$ cat src/rtl/joy_serializer_if.sv
`default_nettype none
// ============================================================================
//  Module      : joy_serializer_if
//  Description : Host <-> device joystick serial link (JOY_CLK, JOY_LOAD,
//                JOY_DATA). The host side drives clock and load; the device
//                side returns serial data.
//  Revision    : 1.0 - initial release
// ============================================================================
interface joy_serializer_if;
  logic joy_clk_in;   // JOY_CLK from the host, asynchronous to clk
  logic joy_load_in;  // JOY_LOAD from the host, active-low parallel load
  logic joy_data;     // JOY_DATA back to the host

  modport master (output joy_clk_in, output joy_load_in, input joy_data);
  modport slave  (input joy_clk_in, input joy_load_in, output joy_data);
endinterface
`default_nettype wire

$ cat src/rtl/joy_serializer.sv
`default_nettype none
// ============================================================================
//  Module      : joy_serializer
//  Description : Device-side emulation of a two-player joystick PISO chain.
//                Snapshots both joystick words while JOY_LOAD is low, then
//                shifts one slot per synchronised JOY_CLK rising edge.
//                Slot 0 is driven first; slots 14.. are padding (1).
//  Options     : define JOYSER_WATCHDOG_EN to add a stall watchdog that forces
//                an idle (all-ones) line after WDOG_CYCLES quiet clk cycles.
//  Revision    : 1.0 - initial release
// ============================================================================
module joy_serializer #(
  parameter int SYNC_STAGES = 2,
  parameter int FRAME_BITS  = 16,
  parameter int WDOG_CYCLES = 65535
) (
  input  logic                  clk,
  input  logic                  reset,
  joy_serializer_if.slave       link,
  input  logic [7:0]            joystick1,
  input  logic [7:0]            joystick2,
  output logic                  frame_start,
  output logic [4:0]            bit_index
);

  // Reject parameter values the datapath cannot represent.
  if (SYNC_STAGES < 2 || SYNC_STAGES > 4 || FRAME_BITS < 14 || FRAME_BITS > 32 ||
      WDOG_CYCLES < 1) begin : g_param_check
    $error("joy_serializer: illegal parameter combination");
  end

  typedef enum logic {
    ST_LOAD  = 1'b0,
    ST_SHIFT = 1'b1
  } state_t;

  localparam logic [4:0] LAST_INDEX = 5'(FRAME_BITS - 1);

  logic [SYNC_STAGES-1:0] clk_sync_q, clk_sync_d;
  logic [SYNC_STAGES-1:0] load_sync_q, load_sync_d;
  logic                   clk_prev_q, clk_prev_d;
  state_t                 state_q, state_d;
  logic [FRAME_BITS-1:0]  shreg_q, shreg_d;
  logic [4:0]             bit_index_q, bit_index_d;
  logic                   frame_start_q, frame_start_d;

  logic                   clk_s;
  logic                   load_s;
  logic                   clk_rise;
  logic                   load_rise;
  logic                   wdog_hold;
  logic [FRAME_BITS-1:0]  frame_w;

  // Bits 6 and 7 of each joystick word are not part of the frame.
  logic unused_joy_bits;
  assign unused_joy_bits = ^{joystick1[7:6], joystick2[7:6]};

  assign clk_s     = clk_sync_q[SYNC_STAGES-1];
  assign load_s    = load_sync_q[SYNC_STAGES-1];
  assign clk_rise  = clk_s & ~clk_prev_q;
  assign load_rise = load_s & (state_q == ST_LOAD);

  // Parallel-load image: padding 1s everywhere except the twelve button slots.
  always_comb begin
    frame_w     = '1;
    frame_w[2]  = joystick1[5];
    frame_w[3]  = joystick1[4];
    frame_w[4]  = joystick1[0];
    frame_w[5]  = joystick1[1];
    frame_w[6]  = joystick1[2];
    frame_w[7]  = joystick1[3];
    frame_w[8]  = joystick2[5];
    frame_w[9]  = joystick2[4];
    frame_w[10] = joystick2[0];
    frame_w[11] = joystick2[1];
    frame_w[12] = joystick2[2];
    frame_w[13] = joystick2[3];
  end

`ifdef JOYSER_WATCHDOG_EN
  localparam int WDOG_W = $clog2(WDOG_CYCLES + 1);
  localparam logic [WDOG_W-1:0] WDOG_LIMIT = WDOG_W'(WDOG_CYCLES);

  logic [WDOG_W-1:0] wdog_cnt_q, wdog_cnt_d;
  logic              wdog_trip_q, wdog_trip_d;
  logic              link_activity;

  // Any synchronised transition of JOY_CLK or JOY_LOAD counts as host activity.
  assign link_activity = (clk_s != clk_prev_q) | (load_s != (state_q == ST_SHIFT));

  // Quiet-cycle counter saturates at the limit; the trip latches until load goes low.
  always_comb begin
    wdog_cnt_d  = wdog_cnt_q;
    if (link_activity) begin
      wdog_cnt_d = '0;
    end else if (wdog_cnt_q != WDOG_LIMIT) begin
      wdog_cnt_d = wdog_cnt_q + 1'b1;
    end
    wdog_trip_d = load_s & (wdog_trip_q | (~link_activity & (wdog_cnt_q == WDOG_LIMIT)));
  end

  // Watchdog state registers.
  always_ff @(posedge clk or posedge reset) begin
    if (reset) begin
      wdog_cnt_q  <= '0;
      wdog_trip_q <= 1'b0;
    end else begin
      wdog_cnt_q  <= wdog_cnt_d;
      wdog_trip_q <= wdog_trip_d;
    end
  end

  assign wdog_hold = wdog_trip_q;
`else
  assign wdog_hold = 1'b0;
`endif

  // Next-state logic: load has priority, then watchdog, then a shift on a clk edge.
  always_comb begin
    clk_sync_d    = {clk_sync_q[SYNC_STAGES-2:0], link.joy_clk_in};
    load_sync_d   = {load_sync_q[SYNC_STAGES-2:0], link.joy_load_in};
    clk_prev_d    = clk_s;
    state_d       = load_s ? ST_SHIFT : ST_LOAD;
    frame_start_d = load_rise;
    shreg_d       = shreg_q;
    bit_index_d   = bit_index_q;

    if (!load_s) begin
      // Continuous reload: the last cycle before load rises holds the snapshot.
      shreg_d     = frame_w;
      bit_index_d = '0;
    end else if (wdog_hold) begin
      shreg_d     = '1;
      bit_index_d = '0;
    end else if (clk_rise && !load_rise) begin
      // A clk edge coinciding with the load release is dropped so slot 0 is not skipped.
      shreg_d = {1'b1, shreg_q[FRAME_BITS-1:1]};
      if (bit_index_q != LAST_INDEX) begin
        bit_index_d = bit_index_q + 5'd1;
      end
    end
  end

  // State registers; reset returns the line to idle-high in SHIFT.
  always_ff @(posedge clk or posedge reset) begin
    if (reset) begin
      clk_sync_q    <= '1;
      load_sync_q   <= '1;
      clk_prev_q    <= 1'b1;
      state_q       <= ST_SHIFT;
      shreg_q       <= '1;
      bit_index_q   <= '0;
      frame_start_q <= 1'b0;
    end else begin
      clk_sync_q    <= clk_sync_d;
      load_sync_q   <= load_sync_d;
      clk_prev_q    <= clk_prev_d;
      state_q       <= state_d;
      shreg_q       <= shreg_d;
      bit_index_q   <= bit_index_d;
      frame_start_q <= frame_start_d;
    end
  end

  assign link.joy_data = shreg_q[0];
  assign frame_start   = frame_start_q;
  assign bit_index     = bit_index_q;

endmodule
`default_nettype wire
$ cat src/flat_wrapper.sv
// flat-port wrapper written by rule: the top's interface ports become plain ports
module joy_serializer_flat 
#(
  parameter int SYNC_STAGES = 2,
  parameter int FRAME_BITS  = 16,
  parameter int WDOG_CYCLES = 65535
)
  (clk, reset, joystick1, joystick2, frame_start, bit_index, link_joy_clk_in, link_joy_load_in, link_joy_data);
  joy_serializer_if link_i ();
  input  logic clk;
  input  logic reset;
  input  logic [7:0] joystick1;
  input  logic [7:0] joystick2;
  output logic frame_start;
  output logic [4:0] bit_index;
  input wire logic [$bits(link_i.joy_clk_in)-1:0] link_joy_clk_in;
  input wire logic [$bits(link_i.joy_load_in)-1:0] link_joy_load_in;
  output wire logic [$bits(link_i.joy_data)-1:0] link_joy_data;
  assign link_i.joy_clk_in = link_joy_clk_in;
  assign link_i.joy_load_in = link_joy_load_in;
  assign link_joy_data = link_i.joy_data;
  joy_serializer #(.SYNC_STAGES(SYNC_STAGES), .FRAME_BITS(FRAME_BITS), .WDOG_CYCLES(WDOG_CYCLES)) u_core (.clk(clk), .reset(reset), .link(link_i), .joystick1(joystick1), .joystick2(joystick2), .frame_start(frame_start), .bit_index(bit_index));
endmodule
$ cat config.mk
export PLATFORM = sky130hd
export DESIGN_NAME = joy_serializer_flat
export DESIGN_NICKNAME = d
export VERILOG_FILES = /design/src/rtl/joy_serializer_if.sv /design/src/rtl/joy_serializer.sv /design/src/flat_wrapper.sv
export SDC_FILE = /design/constraint.sdc
export NUM_CORES = 1
export LEC_CHECK = 0
export CORE_MARGIN = 5
export CORE_UTILIZATION = 54
export CTS_CLUSTER_DIAMETER = 40
export DETAILED_ROUTE_END_ITERATION = 10
export DONT_BUFFER_PORTS = 1
export PLACE_DENSITY = 0.74
export SLEW_MARGIN = 20
export SYNTH_ARGS = -nofsm -noshare
export SYNTH_HDL_FRONTEND = slang
export SYNTH_SLANG_ARGS = --single-unit
$ cat constraint.sdc
create_clock -name clk -period 1.7 [get_ports clk]
set_input_delay 0.255 -clock clk [delete_from_list [all_inputs] [get_ports clk]]
set_output_delay 0.255 -clock clk [all_outputs]
set_load 0.005 [all_outputs]
* Yosys cells after proc, flatten, opt, wreduce, memory -nomap -nowiden
Cells that the tools add are included.
Word-level totals: flip-flop bits (word level) 28, input bits 20
Operators by class: add/subtract/negate cells 1, equality and inequality tests 3, multiplexer cells 6, bitwise operators 4, reductions and logical operators 3
Operators by type and width (number):
- two-way mux 16 bit | 2
- two-way mux 5 bit | 3
- adder 5 x 1 -> 5 bit (second input constant) | 1
- inequality test 5 x 4 -> 1 bit (second input constant) | 1
- inequality test 2 bit (second input constant) | 2
- bitwise AND 1 bit | 2
- NOT 1 bit | 2
- AND reduction 2 bit | 1
- logical AND 1 bit | 1
- logical NOT 1 bit | 1
- two-way mux 1 bit | 1

* Logic depth before layout (Yosys ltp)
word-level depth 6, mapped depth 6, depth with buffers taken out 6

* Least setup slack after synthesis
No wires, ideal clock.
path kind reg2reg, from register u_core.bit_index_q[0] (netlist: u_core.bit_index[0]), to register u_core.bit_index_q[3] (netlist: u_core.bit_index[3]), arrival 1.554 ns, required time 1.577 ns, path slack 0.023 ns, cell stages (with the launch flop) 7, path buffers 0, cell sequence dfrtp_1 -> ha_1 -> and3_1 -> ha_1 -> and4bb_2 -> nand4_1 -> mux2i_1
On the way: longest elaborated chain between the ends 4, elaborated cells on any way between the ends 7
RTL lines:
- start: declaration | RTL line joy_serializer.sv:44 | logic [4:0] bit_index_q, bit_index_d;
- start signal: assignment | RTL line joy_serializer.sv:160 | bit_index_q <= bit_index_d;
- adder 5 x 1 -> 5 bit | RTL line joy_serializer.sv:139 | bit_index_d = bit_index_q + 5'd1;
- two-way mux 5 bit | RTL line joy_serializer.sv:138 | if (bit_index_q != LAST_INDEX) begin
- two-way mux 5 bit | RTL line joy_serializer.sv:135 | end else if (clk_rise && !load_rise) begin
- two-way mux 5 bit | RTL line joy_serializer.sv:128 | if (!load_s) begin
Parallel ways exist; a longest one is shown, timed or not. The select of a mux whose other input is x is not followed. A chain may end at the register's enable or synchronous reset.

* Worst setup path after layout
Same ends and word-level chain as after synthesis.

==> metrics <==
synth-to-layout area growth 10.8%; Pins Over Slew Limit 0; RSZ-0062 raised after global routing yes; DR iter-0 viols 6; n_diodes 0; PwrDens approximately 910 nW/µm²; crit-path max FO 6; sequential share of the synthesized area 0.605; DRT Pass-1 Iters 4; critical path arrival 1860 ps; Crit Path Category register to register; Leakage 0.565 nW; Main synth FF type dfstp_2; Distinct cells, synth 26; crit-path cells ha_2 > and3_4 > ha_4 > and4bb_4 > nand4_1 > mux2i_1; number of synthesized register bits 26; Synth Warn # 0; startpoint types register; grt total ovfl 0; Tot GR Track Use 0.138; Tot Pwr roughly 0.0011 W; root buffer cell clkbuf_4; hold violation total from the final report 0; Multi-input gate area 417 µm²; max_cap viols 0; clock slew seen by the registers of the worst setup and hold paths 130 ps; min-delay worst type input pin to register; layout cells sized above 1 0.287; Worst Tran Pin Value 542 ps; WL/cell 13.6 µm; synthesized area per cell around 10 µm²; Port Buf Inserts 0; CTS Buffer Depth 2; Fmax 0.608 GHz; Placeable Area 1960 µm²; DIE WIDTH 55.5 µm; Die Y about 55 µm; final setup violating endpoints 0; number of buffers created by CTS 3; synthesized cell area 1120 µm²; first-pass GRT wire length 3420 µm; post-route antenna net violation count 0; Max-slew headroom 0.639; synthesized net count 132; Vias 746; initial antenna violation count 0; worst skew pair latency 310 ps; placed cells 133; Starting Density 0.570; storage element area 676 µm²; largest net degree at the start of global routing 36; detailed-placement wirelength estimate 1330 µm; Syn Inst Count 110; Layout fillers 178; # DRC 0; GPL Wtd Cong around 0.7; VDD IR-drop max 0.000638 V; fin crit period 1650 ps; CTS sink cnt 26; Die Area about 3100 µm²; vias per inst 5.25; Crit. End Element register; Req. time, crit path between 1500 and 2000 ps; largest stage delay on the critical path 410 ps; Layout Cells excl Fill 142; worst hold slack 42.6 ps; Final nets 138; status complete, no violations; EDFF count, synth 0; via count of the first global-routing pass about 760; Setup TNS 0 ps; crit share post-route 0.968; critical path's slowest cell dfrtp_1; io pins 27; ys async rst share 1.00; H-Tree Depth 1; skew final about 2.2 ps; total routed wirelength between 1500 and 2000 µm; most common cell after layout, fill and taps aside nand2_1; row count 16; most frequent cells in the layout nand2_1, dfstp_2, nor2_1, a31oi_1, dfrtp_1; CTS tree built
-- per-layer routing --
metal | up-vias | global-route usage | wire (µm)
met3 | 2 | 0.0350 | 123
met5 | - | 0 | 0
met1 | 350 | 0.175 | 900
met4 | 0 | 0.0625 | 12
li1 | 370 | - | -
met2 | 24 | 0.221 | 901
-- critical path: cells and delay by family (launching register included) --
family                     cells  cell delay (ps)
and+or+nand+nor                3              670
DFF                            1              410
adders and majority gates      2              330
muxes                          1              130
-- metrics by stage --
step                      cell area [µm²]   util  worst slack, ps
after floorplan                      1120      -             22.8
after global placement               1130  0.577             17.9
after detailed placement             1130  0.577            -17.7
after CTS                            1210  0.616             4.49
after global routing                 1240  0.631            -43.7
final                                1240  0.631             54.1
-- power by group --
group | switching (W) | total, W | internal (W)
sequential | 0.0000342 | 0.000725 | 0.000690
combinational | 0.0000517 | 0.0000955 | 0.0000438
clock | 0.000172 | 0.000302 | 0.000131
total | 0.000257 | 0.00112 | 0.000865
-- synth_stat cells (2+ instances only) --
library cell  count  share of area
inv_1             2         0.0067
nand2_1          31           0.10
buf_2             3          0.013
a31oi_1          11          0.062
dfstp_2          20           0.47
nand2b_1          2          0.011
nand3_1           2         0.0090
nor2_1           13          0.044
clkbuf_1          2         0.0067
ha_1              2          0.022
dfrtp_1           6           0.13
mux2i_1           2          0.018
-- cell families after synthesis --
| logic type | Yosys count | synth area share |
|---|---|---|
| AOI/OAI and AO/OA | 15 | 0.0862 |
| xor gates and xnor gates | 1 | 0.00784 |
| adders and majority gates | 2 | 0.0224 |
| buffers and inverters | 9 | 0.0437 |
| DFF | 26 | 0.605 |
| muxes | 2 | 0.0179 |
| and+or+nand+nor | 55 | 0.217 |
-- final cells by class --
| class | instances | share of cell area |
|---|---|---|
| Multi-Input combinational cell | 75 | 0.337 |
| Tap cell | 27 | 0.0273 |
| Sequential cell | 26 | 0.546 |
| Clock buffer | 4 | 0.0293 |
| Inverter | 2 | 0.00607 |
| Timing Repair Buffer | 8 | 0.0546 |
-- flip-flops by register name, indices dropped and copies added, names as in the netlist --
signal / cells
u_core.load_sync_q: 2
u_core.frame_start: 1
u_core.clk_sync_q: 2
u_core.state_q: 1
u_core.clk_prev_q: 1
u_core.shreg_q: 14
u_core.bit_index: 5
-- path summary, 6_finish.rpt --
path	from	to	slack [ps]	cells past startpoint
max	u_core.bit_index[0]	u_core.bit_index[3]	50	6
min	joystick1[4]	u_core.shreg_q[3]	40	2
max reg2reg	u_core.bit_index[0]	u_core.bit_index[3]	50	6
min reg2reg	u_core.clk_sync_q[0]	u_core.clk_sync_q[1]	370	0
max in group asynchronous	reset	u_core.shreg_q[5]	820	3
min in group asynchronous	reset	u_core.bit_index[3]	290	2
-- timing repair --
| action | CTS | global route |
|---|---|---|
| endpoints found under the setup margin | 2 | 5 |
| hold endpoints to repair | 8 | 0 |
| resized for setup | 1 | 4 |
| pin swaps | 2 | 3 |
| gates cloned | 0 | 0 |
| setup buffers | 1 | 1 |
| hold buffers | 3 | 0 |
Note: power is estimated with default switching activity, not from simulation.
